**src/rtl/bitmap_stream_loader_pkg.sv**
```systemverilog
// Shared types and helpers for the bitmap stream loader: FSM state encoding, lane count, log2.
// No logic of its own.
package bitmap_stream_loader_pkg;

    typedef enum logic [2:0] {
        ST_IDLE,
        ST_INIT,
        ST_FILL,
        ST_DRAIN,
        ST_GAP,
        ST_START,
        ST_WAIT_DONE
    } state_t;

    localparam int LANES = 128 / 32;

    function automatic int clog2(input int value);
        int result;
        int v;
        result = 0;
        v = value - 1;
        while (v > 0) begin
            result = result + 1;
            v = v >>> 1;
        end
        return result;
    endfunction

endpackage

```
**src/rtl/bitmap_lane_packer.sv**
```systemverilog
// Packs host words into one wide word; strobe 1 cycle after the lane-full or last accept.
// No backpressure: one word per cycle whenever wr is high.
module bitmap_lane_packer
    import bitmap_stream_loader_pkg::*;
#(
    parameter int WORD_WIDTH = 32,
    parameter int NUM_LANES  = LANES
) (
    input  logic                            clock,
    input  logic                            reset_n,
    input  logic                            clear,
    input  logic                            wr,
    input  logic                            last,
    input  logic [WORD_WIDTH-1:0]           data,
    output logic [NUM_LANES*WORD_WIDTH-1:0] packed_word,
    output logic                            packed_vld
);
    localparam int LANE_W = (NUM_LANES > 1) ? clog2(NUM_LANES) : 1;

    typedef logic [NUM_LANES-1:0][WORD_WIDTH-1:0] lanes_t;

    lanes_t            shadow;
    lanes_t            merged;
    lanes_t            out_q;
    logic [LANE_W-1:0] lane_cnt;
    logic              flush;

    // Lanes above the current one are forced to zero so a short final beat carries no stale data.
    always_comb begin
        merged = '0;
        for (int k = 0; k < NUM_LANES; k++) begin
            if (k < int'(lane_cnt)) begin
                merged[k] = shadow[k];
            end else if (k == int'(lane_cnt)) begin
                merged[k] = data;
            end
        end
    end

    assign flush = wr && (last || (lane_cnt == LANE_W'(NUM_LANES - 1)));

    always_ff @(posedge clock or negedge reset_n) begin
        if (!reset_n) begin
            shadow     <= '0;
            lane_cnt   <= '0;
            out_q      <= '0;
            packed_vld <= 1'b0;
        end else begin
            packed_vld <= flush;
            if (clear || flush) begin
                shadow   <= '0;
                lane_cnt <= '0;
            end else if (wr) begin
                shadow   <= merged;
                lane_cnt <= lane_cnt + LANE_W'(1);
            end
            if (flush) begin
                out_q <= merged;
            end
        end
    end

    assign packed_word = out_q;

endmodule

```
**src/rtl/bitmap_stream_loader.sv**
```systemverilog
// Host word stream to controller bitmap-write feeder; start pulse 2 cycles after the last strobe.
// Host is backpressured (s_ready low) outside FILL/DRAIN; the controller side has no backpressure.
module bitmap_stream_loader
    import bitmap_stream_loader_pkg::*;
#(
    parameter int IN_SIZE_WIDTH        = 32,
    parameter int BITMAP_MEM_WIDTH     = 128,
    parameter int WORD_WIDTH           = 32,
    parameter int MAX_BITMAP_MEM_DEPTH = 2048
) (
    input  logic                        clock,
    input  logic                        reset_n,
    input  logic [WORD_WIDTH-1:0]       s_data,
    input  logic                        s_valid,
    input  logic                        s_last,
    input  logic [5:0]                  s_last_bits,
    output logic                        s_ready,
    input  logic                        ctrl_ready,
    input  logic                        done_signal,
    output logic                        init,
    output logic [BITMAP_MEM_WIDTH-1:0] in_bitmap,
    output logic                        in_bitmap_valid,
    output logic [IN_SIZE_WIDTH-1:0]    in_bitmap_size,
    output logic                        start_signal,
    output logic                        busy,
    output logic                        overflow
);
    localparam int NUM_LANES  = BITMAP_MEM_WIDTH / WORD_WIDTH;
    localparam int WORD_LIMIT = MAX_BITMAP_MEM_DEPTH * NUM_LANES;

    state_t      state;
    state_t      next_state;
    logic [14:0] word_cnt;
    logic        word_acc;
    logic        pack_wr;
    logic        ovf_set;
    logic        size_load;
    logic        start_pulse;
    logic [31:0] last_bits;
    logic [31:0] frame_bits;

    assign last_bits  = (s_last_bits == 6'd0 || int'(s_last_bits) > WORD_WIDTH)
                        ? 32'(WORD_WIDTH) : 32'(s_last_bits);
    // word_cnt still excludes the final word here, so this is 32*(words-1) + last_bits.
    assign frame_bits = 32'(word_cnt) * 32'(WORD_WIDTH) + last_bits;
    assign busy       = (state != ST_IDLE);

    always_comb begin
        next_state  = state;
        s_ready     = 1'b0;
        init        = 1'b0;
        word_acc    = 1'b0;
        pack_wr     = 1'b0;
        ovf_set     = 1'b0;
        size_load   = 1'b0;
        start_pulse = 1'b0;
        case (state)
            ST_IDLE: begin
                if (s_valid && ctrl_ready) next_state = ST_INIT;
            end
            ST_INIT: begin
                init       = 1'b1;
                next_state = ST_FILL;
            end
            ST_FILL: begin
                s_ready = 1'b1;
                if (s_valid) begin
                    word_acc = 1'b1;
                    if (int'(word_cnt) >= WORD_LIMIT) begin
                        ovf_set    = 1'b1;
                        next_state = s_last ? ST_IDLE : ST_DRAIN;
                    end else begin
                        pack_wr = 1'b1;
                        if (s_last) begin
                            size_load  = 1'b1;
                            next_state = ST_GAP;
                        end
                    end
                end
            end
            ST_DRAIN: begin
                s_ready = 1'b1;
                if (s_valid && s_last) next_state = ST_IDLE;
            end
            ST_GAP: begin
                next_state = ST_START;
            end
            ST_START: begin
                start_pulse = 1'b1;
                next_state  = ST_WAIT_DONE;
            end
            ST_WAIT_DONE: begin
                if (done_signal) next_state = ST_IDLE;
            end
            default: begin
                next_state = ST_IDLE;
            end
        endcase
    end

    always_ff @(posedge clock or negedge reset_n) begin
        if (!reset_n) begin
            state          <= ST_IDLE;
            word_cnt       <= '0;
            overflow       <= 1'b0;
            in_bitmap_size <= '0;
            start_signal   <= 1'b0;
        end else begin
            state        <= next_state;
            start_signal <= start_pulse;
            if (init) begin
                word_cnt       <= '0;
                overflow       <= 1'b0;
                in_bitmap_size <= '0;
            end else begin
                if (word_acc && word_cnt != '1) word_cnt <= word_cnt + 15'd1;
                if (ovf_set) overflow <= 1'b1;
                if (size_load) in_bitmap_size <= IN_SIZE_WIDTH'(frame_bits);
            end
        end
    end

    bitmap_lane_packer #(
        .WORD_WIDTH (WORD_WIDTH),
        .NUM_LANES  (NUM_LANES)
    ) u_packer (
        .clock       (clock),
        .reset_n     (reset_n),
        .clear       (init),
        .wr          (pack_wr),
        .last        (s_last),
        .data        (s_data),
        .packed_word (in_bitmap),
        .packed_vld  (in_bitmap_valid)
    );

endmodule

```
**config.mk**
```make
export PLATFORM = sky130hd
export DESIGN_NAME = bitmap_stream_loader
export DESIGN_NICKNAME = d
export VERILOG_FILES = /design/src/rtl/bitmap_stream_loader_pkg.sv /design/src/rtl/bitmap_lane_packer.sv /design/src/rtl/bitmap_stream_loader.sv
export SDC_FILE = /design/constraint.sdc
export NUM_CORES = 1
export LEC_CHECK = 0
export CAP_MARGIN = 20
export CORE_ASPECT_RATIO = 0.8
export CORE_MARGIN = 2
export CORE_UTILIZATION = 40
export DETAILED_ROUTE_END_ITERATION = 12
export PLACE_DENSITY = 0.75
export SYNTH_ARGS = -nofsm -noshare
export SYNTH_HDL_FRONTEND = slang
export SYNTH_HIERARCHICAL = 1
export SYNTH_SLANG_ARGS = --single-unit
```
**constraint.sdc**
```tcl
create_clock -name clock -period 2.3 [get_ports clock]
set_input_delay 0.46 -clock clock [delete_from_list [all_inputs] [get_ports clock]]
set_output_delay 0.46 -clock clock [all_outputs]
set_load 0.05 [all_outputs]
```
==> results of run 1 <==
[sequential cells by signal, indices dropped and copies added (netlist names)]
| name | cells |
|---|---|
| word_cnt | 15 |
| state | 3 |
| u_packer/packed_vld | 1 |
| u_packer/lane_cnt | 2 |
| u_packer/shadow | 96 |
| in_bitmap_size | 21 |
| start_signal | 1 |
| u_packer/packed_word | 128 |
| overflow | 1 |
[worst reg2reg max path: cells and delay by family, from the launching register on]
kind                   cells  cell delay (ns)
flip-flops                 1             0.48
buffers and inverters      3             0.50
AO/OA/AOI/OAI              2             0.41
AND/OR/NAND/NOR            3             0.65
[cell families after synthesis]
kind of cell | after synthesis
AO/OA/AOI/OAI | 287
XOR/XNOR | 12
adder cells (fa/ha/maj) | 8
buffers and inverters | 120
flip-flops | 268
multiplexers | 34
other | 1
AND/OR/NAND/NOR | 292
[cell usage in the layout (no fill, tap or decap), types with 7 or more instances in the layout]
cell type / instances
a221oi_1: 33
a22o_1: 132
a31oi_1: 32
buf_12: 20
buf_4: 43
clkbuf_16: 29
clkdlybuf4s50_1: 194
conb_1: 11
dfrtp_1: 268
ha_1: 7
inv_1: 13
mux2i_1: 33
nand2_1: 78
nand3_1: 50
nor2_1: 106
nor3_1: 7
o21ai_0: 17
o21ai_1: 33
xnor2_1: 10
[power by group through the flow]
stage	Sequential (mW)	Combinational [mW]	Clock [mW]
3_3_place_gp	7.01	10.8	0
4_1_cts	7.00	11.0	4.41
3_5_place_dp	7.06	10.9	0
2_1_floorplan	10.4	3.44	0
5_1_grt	7.18	11.6	4.59
6_report	6.99	11.0	4.28
[layout make-up]
type                            count  area (sq um)
Clock buffer                       39           803
Timing Repair Buffer              261          2710
Inverter                           17          68.8
Tap cell                          370           463
Sequential cell                   268          6710
Clock inverter                      6          55.1
Multi-Input combinational cell    645          4280
Fill cell                        2448         13100
[stage by stage]
step / util [%] / cells / hold WS (ns)
floorplan: - / 1032 / 0.164
global placement: 50.3 / 1557 / 0.429
detailed placement: 50.3 / 1557 / 0.422
CTS: 53.4 / 1604 / 0.465
global route: 53.5 / 1606 / 0.491
finish: 53.5 / 1606 / 0.455
[cell usage after synthesis (all sizes together) (8+ instances only)]
cell | n | area share, %
mux2i | 33 | 2.9
inv | 17 | 0.56
xnor2 | 10 | 0.76
clkbuf | 44 | 1.4
nand3 | 51 | 2.3
dfrtp | 268 | 58
a22o | 132 | 10
o21ai | 52 | 2.3
buf | 59 | 3.3
ha | 8 | 0.87
nand2 | 78 | 2.6
nor2 | 107 | 3.5
a31oi | 32 | 1.7
a221oi | 33 | 2.5
[repair_timing]
item                       4_1_cts  5_1_grt
gates cloned                     0        1
resized for setup                2        4
setup buffers                    1        1
hold buffers                     1        0
hold endpoints to repair        50        0
setup endpoints to repair        3       35
[path summary, 6_finish.rpt]
check | end | slack, ns
worst max-delay path | in_bitmap[92] | 0.07
worst min-delay path | u_packer/shadow[24]$_DFFE_PN0P_ | 0.46
worst max register to register | u_packer/shadow[58]$_DFFE_PN0P_ | 0.14
worst min register to register | u_packer/packed_word[14]$_DFFE_PN0P_ | 0.49
max in group asynchronous | u_packer/packed_word[103]$_DFFE_PN0P_ | 1.15
min in group clock | u_packer/packed_word[14]$_DFFE_PN0P_ | 0.49
[routing by layer]
metal / up-vias / global-route usage (%) / wire length (microns)
met2: 334 / 33.5 / 14600
met5: - / 0 / 0
met3: 44 / 4.34 / 2420
met4: 0 / 5.45 / 706
li1: 4118 / - / -
met1: 4544 / 30.1 / 14600
==> qor.txt, run 1 <==
Status = completed
Vias = 9040
Num Clock Sinks = 268
Drt wl/cell = 20.1 microns
Final setup violation count = 0
RSZ-0062 raised after global routing = true
Die span in y = 155 microns
Count of cell types in the netlist = 58
DP HPWL = 21.2 mm
H-tree depth = 1
Slew HR = 34.6%
Post-route design area = 15100 sq um
P_int = 12.4 mW
Min cycle time layout = 2.23 ns
Seq/Total Area, Yosys = 58.5%
I/O pins = 210
CP arrival = 1.77 ns
HP Class = input port to asynchronous set/reset pin
Max Clock Freq = 448 MHz
CP max stage cell = clkdlybuf4s50_1
DR iter-0 viols = 783
DR vias/cell = 5.63
Vias in the first global route = 9009
TritonRoute pass-1 iters = 5
Root buf cell = clkbuf_16
Synth Area in Adders = 0.873%
Final worst clock skew = 0.00732 ns
Final ANT Viol Nets = 0
Sequential share of power = 31.5%
Multiplexer share of the synthesized area = 2.98%
Worst R2R Path Depth = 8
Setup TNS = 0 ns
Maximum vdd drop = 1.20 mV
Share of cells above drive strength 1 = 10.3%
Nature of the critical path startpoint = flip-flop
CTS tree = done
Fin. Hold Viols = 0
Post-synthesis xor/xnor area fraction = 0.917%
WP buf/inv = 1
Clock buffer depth = 3
Pin count of the biggest net entering global routing = 59
Die area = 30000 sq um
Stages on the worst setup path = 1
Worst EP required = 1.84 ns
P&R area growth vs syn = 31.6%
First-pass GRT wire length = 51.3 mm
Number of port buffers = 198
Sw frac = 44.1%
Die width = 193 microns
Placed Instance Area = 14200 sq um
Measured slew at the worst slew-check pin = 0.977 ns
Post-synth top flop = dfrtp_1
Combinational power share = 49.3%
GRT Resource Usage Total = 21.2%
PwrDens = 1470 nW/um^2
Power Total = 22.2 mW
Synthesized cell area = 11500 sq um
Clock power share = 19.3%
Cell count after synthesis = 1022
Core area = 28200 sq um
Critical path endpoint category = primary output
Crit Path Max Fanout = 2
GRT overflow = 0
Total clock buffers created by CTS = 28
Fin worst setup slack = 0.0689 ns
Fin crit share = 97.0%
Worst-path clk slew = 0.06 ns
Worst-path cell chain = clkdlybuf4s50_1
# diodes = 0
Drt total wl = 32.3 mm
Sw power = 9.81 mW
Post-synth EDFFs = 0
CP top delay family = buffers and inverters
Critical Path Source = u_packer/packed_word[92]$_DFFE_PN0P_
Initial Util = 40.6%
CP max stage delay = 0.82 ns
Rows = 55
Mean post-synth cell area = 11.2 sq um
Antenna violations before repair = 0
Layout net count = 1273
Critical path class = flip-flop to primary output
Synth warn = 6
Post-synth ARST share = 100%
GPL Wtd Cong = 0.885
Max-cap violation count = 0
Reg-to-reg startpoint = state[0]$_DFFE_PN0P_
Drc violations = 0
Slew Viols, Final = 0
Compound-gate portion of the synthesized area = 19.6%
#FFs+latches synth = 268
Clock latency on the worst-skew pair = 0.53 ns
Largest family of logic cells by synthesized area = compound AO/OA/AOI/OAI gates
Simple-gate share of the synthesized area = 11.8%
P_leak = 6.68 nW
DP Worst Slack = -0.535 ns
(Power assumes the default switching activity.)
==> run 2: changes to the inputs <==
--- a/config.mk
+++ b/config.mk
@@ -10,6 +10,7 @@
 export CORE_MARGIN = 2
 export CORE_UTILIZATION = 40
 export DETAILED_ROUTE_END_ITERATION = 12
+export MAX_ROUTING_LAYER = met4
 export PLACE_DENSITY = 0.75
 export SYNTH_ARGS = -nofsm -noshare
 export SYNTH_HDL_FRONTEND = slang
==> run 2 against run 1 <==
  * Sequential share of layout area is 0.35 points lower
  * Clock power is 10% higher
  * Combinational power barely moved
  * Clock skew up 0.012 ns
  * Cell count rose by 0.68%
  * Register-to-register slack gained 0.02 ns
  * Critical path depth stayed put
  * First-iteration DRC count down 17%
==> qor.txt, run 2 (synthesized netlist as in run 1, its figures left out) <==
Vias in the first global route = 9081 (was 9009)
Core area = 28200 sq um (unchanged)
Worst-path cell chain = clkdlybuf4s50_1 (unchanged)
Drt total wl = 33.0 mm (was 32.3 mm)
Clock latency on the worst-skew pair = 0.55 ns (was 0.53 ns)
Rows = 55 (unchanged)
Worst EP required = 1.84 ns (about the same)
Critical path class = flip-flop to primary output (unchanged)
Critical Path Source = in_bitmap_size[14]$_DFFE_PN0P_ (was u_packer/packed_word[92]$_DFFE_PN0P_)
Placed insts = 1561 (was 1557)
R2R Setup Slk = 0.16 ns (was 0.14 ns)
Slew Viols, Final = 0 (unchanged)
Worst-path clk slew = 0.06 ns (about the same)
PwrDens = 1490 nW/um^2 (was 1470 nW/um^2)
Final Non-Filler Cells = 1617 (was 1606)
GRT Resource Usage Total = 22.2% (was 21.2%)
Pin count of the biggest net entering global routing = 67 (was 59)
Met2 global-route usage = 33.1% (was 33.5%)
RSZ-0062 raised after global routing = false (was true)
TritonRoute pass-1 iters = 5 (unchanged)
DR iter-0 viols = 652 (was 783)
Fin crit share = 97.9% (was 97.0%)
Final design utilization = 53.9% (was 53.5%)
Min cycle time layout = 2.25 ns (was 2.23 ns)
Number of fillers in the final layout = 2459 (was 2448)
CP top delay family = buffers and inverters (unchanged)
CTS tree = done (unchanged)
Measured slew at the worst slew-check pin = 1.10 ns (was 0.977 ns)
Max Clock Freq = 444 MHz (was 448 MHz)
Drc violations = 0 (unchanged)
Worst R2R Path Depth = 5 (was 8)
Fin. Hold Viols = 0 (unchanged)
Vias = 9155 (was 9040)
Met1 Use GR = 30.8% (was 30.1%)
Stages on the worst setup path = 1 (unchanged)
Storage cell area = 6710 sq um (unchanged)
P_leak = 6.75 nW (was 6.68 nW)
CP arrival = 1.79 ns (was 1.77 ns)
CP max stage delay = 0.83 ns (was 0.82 ns)
Slew HR = 26.2% (was 34.6%)
Grt peak-use layer = met2 (unchanged)
DP HPWL = 21.6 mm (was 21.2 mm)
Antenna violations before repair = 0 (unchanged)
Number of port buffers = 198 (unchanged)
Worst setup path endpoint = in_bitmap_size[14] (was in_bitmap[92])
I/O pins = 210 (unchanged)
Critical path endpoint category = primary output (unchanged)
HP Class = input port to asynchronous set/reset pin (unchanged)
Clock buffer depth = 3 (unchanged)
Status = completed (unchanged)
Max reg flops = 128 (unchanged)
Commonest non-fill, non-tap cell in the layout = dfrtp_1 (unchanged)
Fin worst setup slack = 0.0482 ns (was 0.0689 ns)
Power Total = 22.7 mW (was 22.2 mW)
Layout net count = 1277 (was 1273)
H-tree depth = 1 (unchanged)
Reg-to-reg startpoint = u_packer/lane_cnt[1]$_DFFE_PN0P_ (was state[0]$_DFFE_PN0P_)
DR vias/cell = 5.66 (was 5.63)
Most frequent cells in the layout = 268 x dfrtp_1, 193 x clkdlybuf4s50_1, 132 x a22o_1 (was 268 x dfrtp_1, 194 x clkdlybuf4s50_1, 132 x a22o_1)
Die span in y = 155 microns (unchanged)
GRT overflow = 0 (unchanged)
WP buf/inv = 1 (unchanged)
Num Clock Sinks = 268 (unchanged)
Max-cap violation count = 0 (unchanged)
DP Worst Slack = -0.584 ns (was -0.535 ns)
Final worst clock skew = 0.0196 ns (was 0.00732 ns)
Die width = 193 microns (unchanged)
Initial Util = 40.6% (unchanged)
Crit Path Max Fanout = 2 (unchanged)
Terminus of the critical flop-to-flop path = u_packer/packed_word[43]$_DFFE_PN0P_ (was u_packer/shadow[58]$_DFFE_PN0P_)
Drt wl/cell = 20.4 microns (was 20.1 microns)
Worst Hold Margin = 0.454 ns (was 0.455 ns)
Multi-input combinational cell area = 4290 sq um (was 4280 sq um)
Share of cells above drive strength 1 = 11.2% (was 10.3%)
P&R area growth vs syn = 32.6% (was 31.6%)
Die area = 30000 sq um (unchanged)
Maximum vdd drop = 1.27 mV (was 1.20 mV)
GPL Wtd Cong = 0.878 (was 0.885)
Final ANT Viol Nets = 0 (unchanged)
Total clock buffers created by CTS = 28 (unchanged)
Met3 Usage GRT = 5.09% (was 4.34%)
Root buf cell = clkbuf_16 (unchanged)
CP max stage cell = clkdlybuf4s50_1 (unchanged)
Nature of the critical path startpoint = flip-flop (unchanged)
First-pass GRT wire length = 52.0 mm (was 51.3 mm)
Final setup violation count = 0 (unchanged)
[run 2: report_power, final]
group	switching [mW]	leakage (nW)	total, mW	internal, mW
clock network	1.89	0.469	4.71	2.82
registers	0.891	3.53	7.00	6.11
logic	7.19	2.74	11.0	3.79
[run 2: area by class of cell]
type	instances	area share (%)
flip-flops and latches	268	44.1
multi-input cells	645	28.2
repair buffers	265	17.9
clock buffers	39	5.14
well taps	370	3.04
clock inverters	12	1.17
inverters	17	0.453
diodes	1	0.0165
[run 2: how the worst min path moves through the flow]
stage	startpoint	to	slack (ns)	cells after the start
6_report	reset_n	u_packer/packed_word[24]$_DFFE_PN0P_	0.45	2
5_1_grt	reset_n	u_packer/packed_word[25]$_DFFE_PN0P_	0.51	2
4_1_cts	reset_n	u_packer/packed_word[25]$_DFFE_PN0P_	0.46	2
3_5_place_dp	reset_n	u_packer/packed_word[24]$_DFFE_PN0P_	0.45	1
3_3_place_gp	reset_n	u_packer/packed_word[24]$_DFFE_PN0P_	0.46	1
2_1_floorplan	reset_n	in_bitmap_size[0]$_DFFE_PN0P_	0.16	0
[run 2: through the flow]
step	TNS (ns)	cell area, sq um
global route	0	15200
detailed placement	-8.55	14200
finish	0	15200
CTS	0	15200
global placement	-5.82	14200
floorplan	0	11500
[run 2: routing by layer]
metal  vias to the layer above  wire length, microns
li1                       4127                     -
met1                      4628                 14900
met4                         0                   633
met2                       354                 15000
met3                        46                  2500
met5                         -                     0
[run 2: timing repair]
| action | in CTS | in global routing |
|---|---|---|
| endpoints found under the hold margin | 59 | 0 |
| resized for setup | 3 | 7 |
| setup endpoints to repair | 4 | 37 |
| hold buffers | 1 | 0 |
| pin swaps | 0 | 1 |
| cloned | 0 | 1 |
| setup buffers | 1 | 1 |
==> run 3: changes to the inputs <==
--- a/config.mk
+++ b/config.mk
@@ -12,6 +12,7 @@
 export DETAILED_ROUTE_END_ITERATION = 12
 export MAX_ROUTING_LAYER = met4
 export PLACE_DENSITY = 0.75
+export SLEW_MARGIN = 10
 export SYNTH_ARGS = -nofsm -noshare
 export SYNTH_HDL_FRONTEND = slang
 export SYNTH_HIERARCHICAL = 1
==> results of run 3 <==
Same layout as run 2: the final DEF is identical, and so are final timing and power.
